--- src/rtl/layer_scheduler.sv ---
// Layer scheduler: walks a small base-address table, kicking the conv engine once per layer
// and checking each layer's result-write count and completion time.
module layer_scheduler #(
    parameter int unsigned NUM_LAYERS    = 4,
    parameter logic [15:0] TIMEOUT       = 16'hFFFF,
    parameter logic [12:0] OUT_PER_LAYER = 13'd4704
) (
    input  logic        clk,
    input  logic        rst_n,
    input  logic        start,
    input  logic        abort,
    input  logic [2:0]  num_layers,
    input  logic        cfg_we,
    input  logic [1:0]  cfg_idx,
    input  logic [30:0] cfg_data,
    output logic        eng_start,
    output logic [9:0]  eng_img_base,
    output logic [7:0]  eng_w_base,
    output logic [12:0] eng_out_base,
    input  logic        eng_valid,
    input  logic        eng_done,
    output logic        busy,
    output logic        done,
    output logic [2:0]  layer_idx,
    output logic        timeout_err,
    output logic        cnt_err
);

    typedef enum logic [2:0] {Idle, Load, Kick, Wait, Next, Finish} state_e;

    state_e      state_q;
    logic [30:0] tbl_q [NUM_LAYERS];
    logic [2:0]  num_q;
    logic [15:0] timer_q;
    logic [12:0] out_cnt_q;
    logic [12:0] out_cnt_inc;
    logic        start_ok;

    assign start_ok    = (num_layers != 3'd0) && (32'(num_layers) <= NUM_LAYERS);
    // Count including a write landing in the same cycle as eng_done; saturates.
    assign out_cnt_inc = (eng_valid && (out_cnt_q != 13'h1FFF)) ? out_cnt_q + 13'd1 : out_cnt_q;

    always_ff @(posedge clk or negedge rst_n) begin
        if (!rst_n) begin
            for (int i = 0; i < int'(NUM_LAYERS); i++) begin
                tbl_q[i] <= '0;
            end
        end else if (cfg_we && (state_q == Idle) && (32'(cfg_idx) < NUM_LAYERS)) begin
            tbl_q[cfg_idx] <= cfg_data;
        end
    end

    always_ff @(posedge clk or negedge rst_n) begin
        if (!rst_n) begin
            state_q      <= Idle;
            num_q        <= '0;
            timer_q      <= '0;
            out_cnt_q    <= '0;
            eng_start    <= 1'b0;
            eng_img_base <= '0;
            eng_w_base   <= '0;
            eng_out_base <= '0;
            busy         <= 1'b0;
            done         <= 1'b0;
            layer_idx    <= '0;
            timeout_err  <= 1'b0;
            cnt_err      <= 1'b0;
        end else begin
            eng_start <= 1'b0;
            done      <= 1'b0;
            if (abort && (state_q != Idle)) begin
                state_q <= Idle;
                busy    <= 1'b0;
            end else begin
                unique case (state_q)
                    Idle: begin
                        if (start) begin
                            busy <= 1'b1;
                            if (start_ok) begin
                                num_q       <= num_layers;
                                layer_idx   <= '0;
                                timeout_err <= 1'b0;
                                cnt_err     <= 1'b0;
                                state_q     <= Load;
                            end else begin
                                state_q <= Finish;
                            end
                        end
                    end
                    Load: begin
                        {eng_img_base, eng_w_base, eng_out_base} <= tbl_q[layer_idx[1:0]];
                        // Registered here so the pulse is high exactly while in Kick.
                        eng_start <= 1'b1;
                        state_q   <= Kick;
                    end
                    Kick: begin
                        timer_q   <= '0;
                        out_cnt_q <= '0;
                        state_q   <= Wait;
                    end
                    Wait: begin
                        out_cnt_q <= out_cnt_inc;
                        if (eng_done) begin
                            if (out_cnt_inc != OUT_PER_LAYER) begin
                                cnt_err <= 1'b1;
                            end
                            state_q <= Next;
                        end else if (timer_q == TIMEOUT) begin
                            timeout_err <= 1'b1;
                            busy        <= 1'b0;
                            state_q     <= Idle;
                        end else begin
                            timer_q <= timer_q + 16'd1;
                        end
                    end
                    Next: begin
                        if (layer_idx == num_q - 3'd1) begin
                            state_q <= Finish;
                        end else begin
                            layer_idx <= layer_idx + 3'd1;
                            state_q   <= Load;
                        end
                    end
                    Finish: begin
                        done    <= 1'b1;
                        busy    <= 1'b0;
                        state_q <= Idle;
                    end
                    default: state_q <= Idle;
                endcase
            end
        end
    end

endmodule

--- config.mk ---
export PLATFORM = sky130hd
export DESIGN_NAME = layer_scheduler
export DESIGN_NICKNAME = d
export VERILOG_FILES = /design/src/rtl/layer_scheduler.sv
export SDC_FILE = /design/constraint.sdc
export NUM_CORES = 1
export LEC_CHECK = 0
export ABC_AREA = 1
export CAP_MARGIN = 20
export CORE_ASPECT_RATIO = 0.7
export CORE_MARGIN = 3
export CORE_UTILIZATION = 52
export DETAILED_ROUTE_END_ITERATION = 10
export PLACE_DENSITY = 0.77
export SYNTH_ARGS = -nofsm -noshare
export SYNTH_HDL_FRONTEND = slang
export SYNTH_SLANG_ARGS = --single-unit
export TNS_END_PERCENT = 30
--- constraint.sdc ---
create_clock -name clk -period 2.05 [get_ports clk]
set_clock_uncertainty 0.2 [all_clocks]
set_input_delay 0.41 -clock clk [delete_from_list [all_inputs] [get_ports clk]]
set_output_delay 0.41 -clock clk [all_outputs]
set_load 0.02 [all_outputs]
# [After elaboration in Yosys (flattened, before gate mapping)]
# Cells that the tools add are included.
[totals] output_inout_bits=39 ff_bits=198 word_cells=109
[classes] add_sub_neg=4 n_bitwise=3 n_lt_le_gt_ge=4 n_eq_ne=21 mux=39 reduce_logical=21
[op_table] operator="124-bit bitwise mux" count=1
[op_table] operator="31-bit two-way mux" count=3
[op_table] operator="31-bit binary-select mux with 2-bit select" count=1
[op_table] operator="31-bit demux with 2-bit select" count=1
[op_table] operator="16-bit two-way mux" count=2
[op_table] operator="16-bit one-hot mux with 2 select lines" count=1
[op_table] operator="3-bit two-way mux" count=9
[op_table] operator="13-bit inequality test (second input constant)" count=2
[op_table] operator="13-bit one-hot mux with 2 select lines" count=1
[op_table] operator="16-bit by 1-bit adder with 16-bit output (second input constant)" count=1
[op_table] operator="16-bit == test (second input constant)" count=1
[op_table] operator="2-bit inequality test (second input constant)" count=8
[op_table] operator="3-bit one-hot mux with 5 select lines" count=1
[op_table] operator="1-bit two-way mux" count=14
[op_table] operator="13-bit by 1-bit adder with 13-bit output (second input constant)" count=1
[op_table] operator="13-bit two-way mux" count=1
[op_table] operator="4-bit AND reduction" count=3
[op_table] operator="6-bit AND reduction" count=2
[op_table] operator="3-bit by 2-bit == test with 1-bit output (second input constant)" count=2
[op_table] operator="3-bit == test (second input constant)" count=2
[op_table] operator="3-bit >= comparator (second input constant)" count=2
[op_table] operator="3-bit inequality test (second input constant)" count=2
[op_table] operator="2-bit NOT with 3-bit output" count=2
[op_table] operator="3-bit one-hot mux with 2 select lines" count=1
[op_table] operator="18 further kinds" count=28

# [Longest topological paths before layout]
[logic_depth] word_depth=7 ltp_mapped=16 mapped_depth_nobuf=16

# [Least setup slack after synthesis]
# No wires, ideal clock.
[synth_timing] path_type="register -> register" startpoint="register timer_q[0]" endpoint="register timer_q[3]" setup_time_ns=0.073 t_arrival_ns=1.665 path_slack_ns=0.112 path_stages_with_launch=16 path_buffers=1 t_required_ns=1.777 cell_sequence="dfrtp_1 > ha_1 > nand2_1 > inv_1 > nand2_1 > nor2_4 > nand2_2 > nor2_4 > nand2_1 > nand2_1 > inv_2 > nand2_8 > inv_4 > buf_6 > nand2_2 > a21oi_2"
[synth_between] elab_chain_len=4
[synth_rtl] element="start, declared" line_no="34" source="logic [15:0] timer_q;"
[synth_rtl] element="start signal, assigned" line_no="113" source="timer_q <= timer_q + 16'd1;"
[synth_rtl] element="16-bit by 1-bit adder with 16-bit output" line_no="113"
[synth_rtl] element="16-bit two-way mux" line_no="108" source="end else if (timer_q == TIMEOUT) begin"
[synth_rtl] element="16-bit two-way mux" line_no="103" source="if (eng_done) begin"
[synth_rtl] element="16-bit one-hot mux with 2 select lines" line_no="75" source="unique case (state_q)"
# Parallel ways exist; a longest one is shown, timed or not. The select of a mux whose other input is x is not followed.
# A chain may end at the register's enable or synchronous reset.

# [Worst setup path in the final report]
[layout_timing] startpoint="register state_q[2]" endpoint="register tbl_q[41] (netlist bit)"
[layout_between] elab_chain_len=2
[layout_rtl] element="start, declared" line_no="31" source="state_e state_q;"
[layout_rtl] element="start signal, assigned" line_no="55" source="state_q <= Idle;"
[layout_rtl] element="start signal, assigned" line_no="72" source="state_q <= Idle;"
[layout_rtl] element="start signal, assigned" line_no="84" source="state_q <= Load;"
[layout_rtl] element="3-bit logical NOT" line_no="48" source="end else if (cfg_we && (state_q == Idle) && (32'(cfg_idx) < NUM_LAYERS)) begin"
[layout_rtl] element="1-bit logical AND" line_no="48"
[layout_rtl] element="end signal, assigned by index" line_no="49" source="tbl_q[cfg_idx] <= cfg_data;"
[layout_rtl] element="end, declared" line_no="32" source="logic [30:0] tbl_q [NUM_LAYERS];"
# No other way between the ends.

==> impl_metrics.toml <==
[run_status]
run_status = "complete, but fails checks"
violations = "setup timing"

[pwr]
ir_drop_mv = 0.705
leakagePower_uw = 0.00556
powerDensity_nw_per_um2 = 1370
power_uw = 16900

[clock_tree]
clock_sinks = 198
cts_buffers = 17
htreeDepth = 4
clock_tree.root_cell = "clkbuf_16"
path_clk_slew_ps = 70
cts_tree = "yes"
clock_latency_ps = 430
cts_buffer_depth = 2

[setup_path]
reg2regPathDepth = 8
r2r_slack_ps = -50
arrival_ps = 2250
critical_path_required_ps = 2200
crit_path_frequent_cell = "buf_6"
cpMaxStageDelayCell = "dfrtp_1"
r2r_end = "tbl_q[41]"
r2r_start = "state_q[2]"
worstSetupStartpointType = "register"
path_max_fanout = 10
crit_path_end_kind = "register"
cp_slowest_stage_delay_ps = 550
critPathKind = "reg -> reg"
cp_cell_sequence = "nor2_8, nand2_4, buf_6, nor3_4, buf_6, clkbuf_16, nand2_1, o21ai_1"

[detailed_routing]
first_iter_violations = 611
ant_nets = 0
wl_um = 25000
route.detailed.drc = 0
viasPerCell = 5.61
wl_per_cell_um = 17.7
vias = 7955
dr.pass1.iters = 5

[timing]
setup_violations = 22
slew_violations = 0
rsz0062_at_grt = "true"
max-slew-margin-rel_pct = 68.0
finalHoldViolations = 0
layout_setup_ws_ps = -47.5
min_period_ps = 2100
fin_crit_sh_pct = 102
worstMarginPinSlew_ps = 477
max_freq_mhz = 477

[synthesis]
yosys.area.top_type = "dfrtp_1"
ys.flop_type = "dfrtp_1"
netlist_instances = 1033
synth_area_leaders = "dfrtp_1 52%, mux2_2 7.0%, nand2_1 6.9%"
synth_nets = 1080
synth-seq-area-share_pct = 52.5
yosysTopAreaCellShare_pct = 52.5
synth-seq-cells = 198
async_reset_ff_share_pct = 100
yosys_warnings = 0
synth_enable_flop_cells = 0
ys_types = 43
syn_avg_cell_area_um2 = 9.14
synth_area_um2 = 9440

[global_routing]
grt_use_total_pct = 21.9
busiest_layer = "met2"
grt_max_degree = 63
use_met1_pct = 31.4
grt-ovfl-total = 0
grtUsageMet3_pct = 5.35
grt_pass1_wl_um = 35900
antenna_found_initial = 0
grt_pass1_vias = 7345
use_met2_pct = 33.4

[floorplanning]
io_pins = 82
coreArea_um2 = 17500
std_cell_rows = 40
die_area_um2 = 19800
initial_core_util_pct = 54.1
dieHeight_um = 119
die_w_um = 167

[cells_and_area]
area_growth_pct = 29.8
final_common_cell = "dfrtp_1"
antenna_cells = 0
nets = 1221
fillers = 1277
drive_gt1_share_pct = 23.9
final_cell_mix = "197 x dfrtp_1, 153 x nand2_1, 111 x inv_1"
finalCoreUtilization_pct = 70.2

[worst_hold_path]
hp-class = "in -> async"

[place]
dp_hpwl_um = 14300
port-buffer-count = 81
gp_congestion = 0.873

[run]
cap_violations = 0
## area by class of cell
cell class | instances | area [um^2] | area share (%)
clock buffer | 19 | 443 | 3.61
inverter | 125 | 484 | 3.95
tap | 231 | 289 | 2.36
timing repair buffer | 170 | 1860 | 15.2
timing repair inverter | 1 | 8.76 | 0.0714
sequential | 198 | 4960 | 40.4
multi-input combinational | 661 | 4080 | 33.3
clock inverter | 12 | 136 | 1.11
## metrics by stage
step / worst slack, ps / cells / hold slack, ps / setup TNS, ps / instance area (um^2)
after floorplan: 112 / 1033 / -85.6 / 0 / 9440
after global placement: -152 / 1361 / 160 / -4090 / 10900
after detailed placement: -192 / 1361 / 155 / -7200 / 10900
after CTS: 5.59 / 1393 / 260 / 0 / 11500
after global routing: -107 / 1417 / 273 / -5670 / 12300
final: -47.5 / 1417 / 252 / -413 / 12300
## registers in the layout (all words and copies together), names as in the netlist
| signal | cells |
|---|---|
| eng_start | 1 |
| state_q | 3 |
| eng_img_base | 10 |
| layer_idx | 3 |
| tbl_q | 124 |
| cnt_err | 1 |
| eng_w_base | 8 |
| eng_out_base | 13 |
| out_cnt_q | 13 |
| num_q | 3 |
| timer_q | 16 |
| done | 1 |
| busy | 1 |
| timeout_err | 1 |
## logic make-up (layout without fill, tap and decap cells)
family                     Yosys count  in the layout  share of synthesized area, %
and+or+nand+nor                    321            321                          16.0
AOI/OAI and AO/OA                  261            261                          14.8
DFF                                198            198                          52.5
buffers and inverters              174            327                          7.54
muxes                               62             62                          7.39
xor gates and xnor gates            13             13                          1.21
adders and majority gates            4              4                         0.530
## cell usage after synthesis (4+ instances only)
cell type,instances
buf_2,14
nand3_1,41
o31ai_1,5
dfrtp_1,198
nand2_2,7
clkbuf_1,23
a21oi_1,69
ha_1,4
o21ai_2,4
o21ai_0,112
inv_2,11
nor2_1,59
mux2_2,59
nand4_1,5
buf_4,6
nand2_1,174
o22ai_1,9
nor2_2,7
nor3_4,4
nor3_1,7
xnor2_1,5
xor2_1,8
inv_1,113
a31oi_1,31
o21ai_1,26
## timing repair
item                       in CTS  in global routing
gates cloned                    0                 11
hold endpoints to repair       29                  0
setup buffers                   0                 13
pin swaps                       0                  6
setup endpoints to repair      14                104
resized for setup              12                137
hold buffers                    1                  0
## where the power goes
group          total (uW)  internal (uW)  switching [uW]
Sequential           6660           5690             970
Clock                3340           1750            1590
Combinational        6850           3080            3770
Total               16900          10500            6340
## critical path, delay by kind of cell (launching register included)
kind / cells / cell delay (ps)
simple gates: 4 / 640
buf+inv: 3 / 520
compound gates: 1 / 80
flops: 1 / 550
## per-layer routing
metal	share of wire, %	wire [um]
met1	45	11200
met2	47	11700
met3	6.9	1740
met4	1.7	438
met5	0	0
## worst max path at each step
stage / from / slack (ps) / to
floorplan: timer_q[0] / 110 / timer_q[3]
global placement: eng_valid / -150 / cnt_err
detailed placement: eng_valid / -190 / cnt_err
CTS: out_cnt_q[1] / 6 / cnt_err
global route: state_q[0] / -110 / tbl_q[80]
finish: state_q[2] / -50 / tbl_q[41]
No activity file was read; power rests on OpenSTA's default activity.
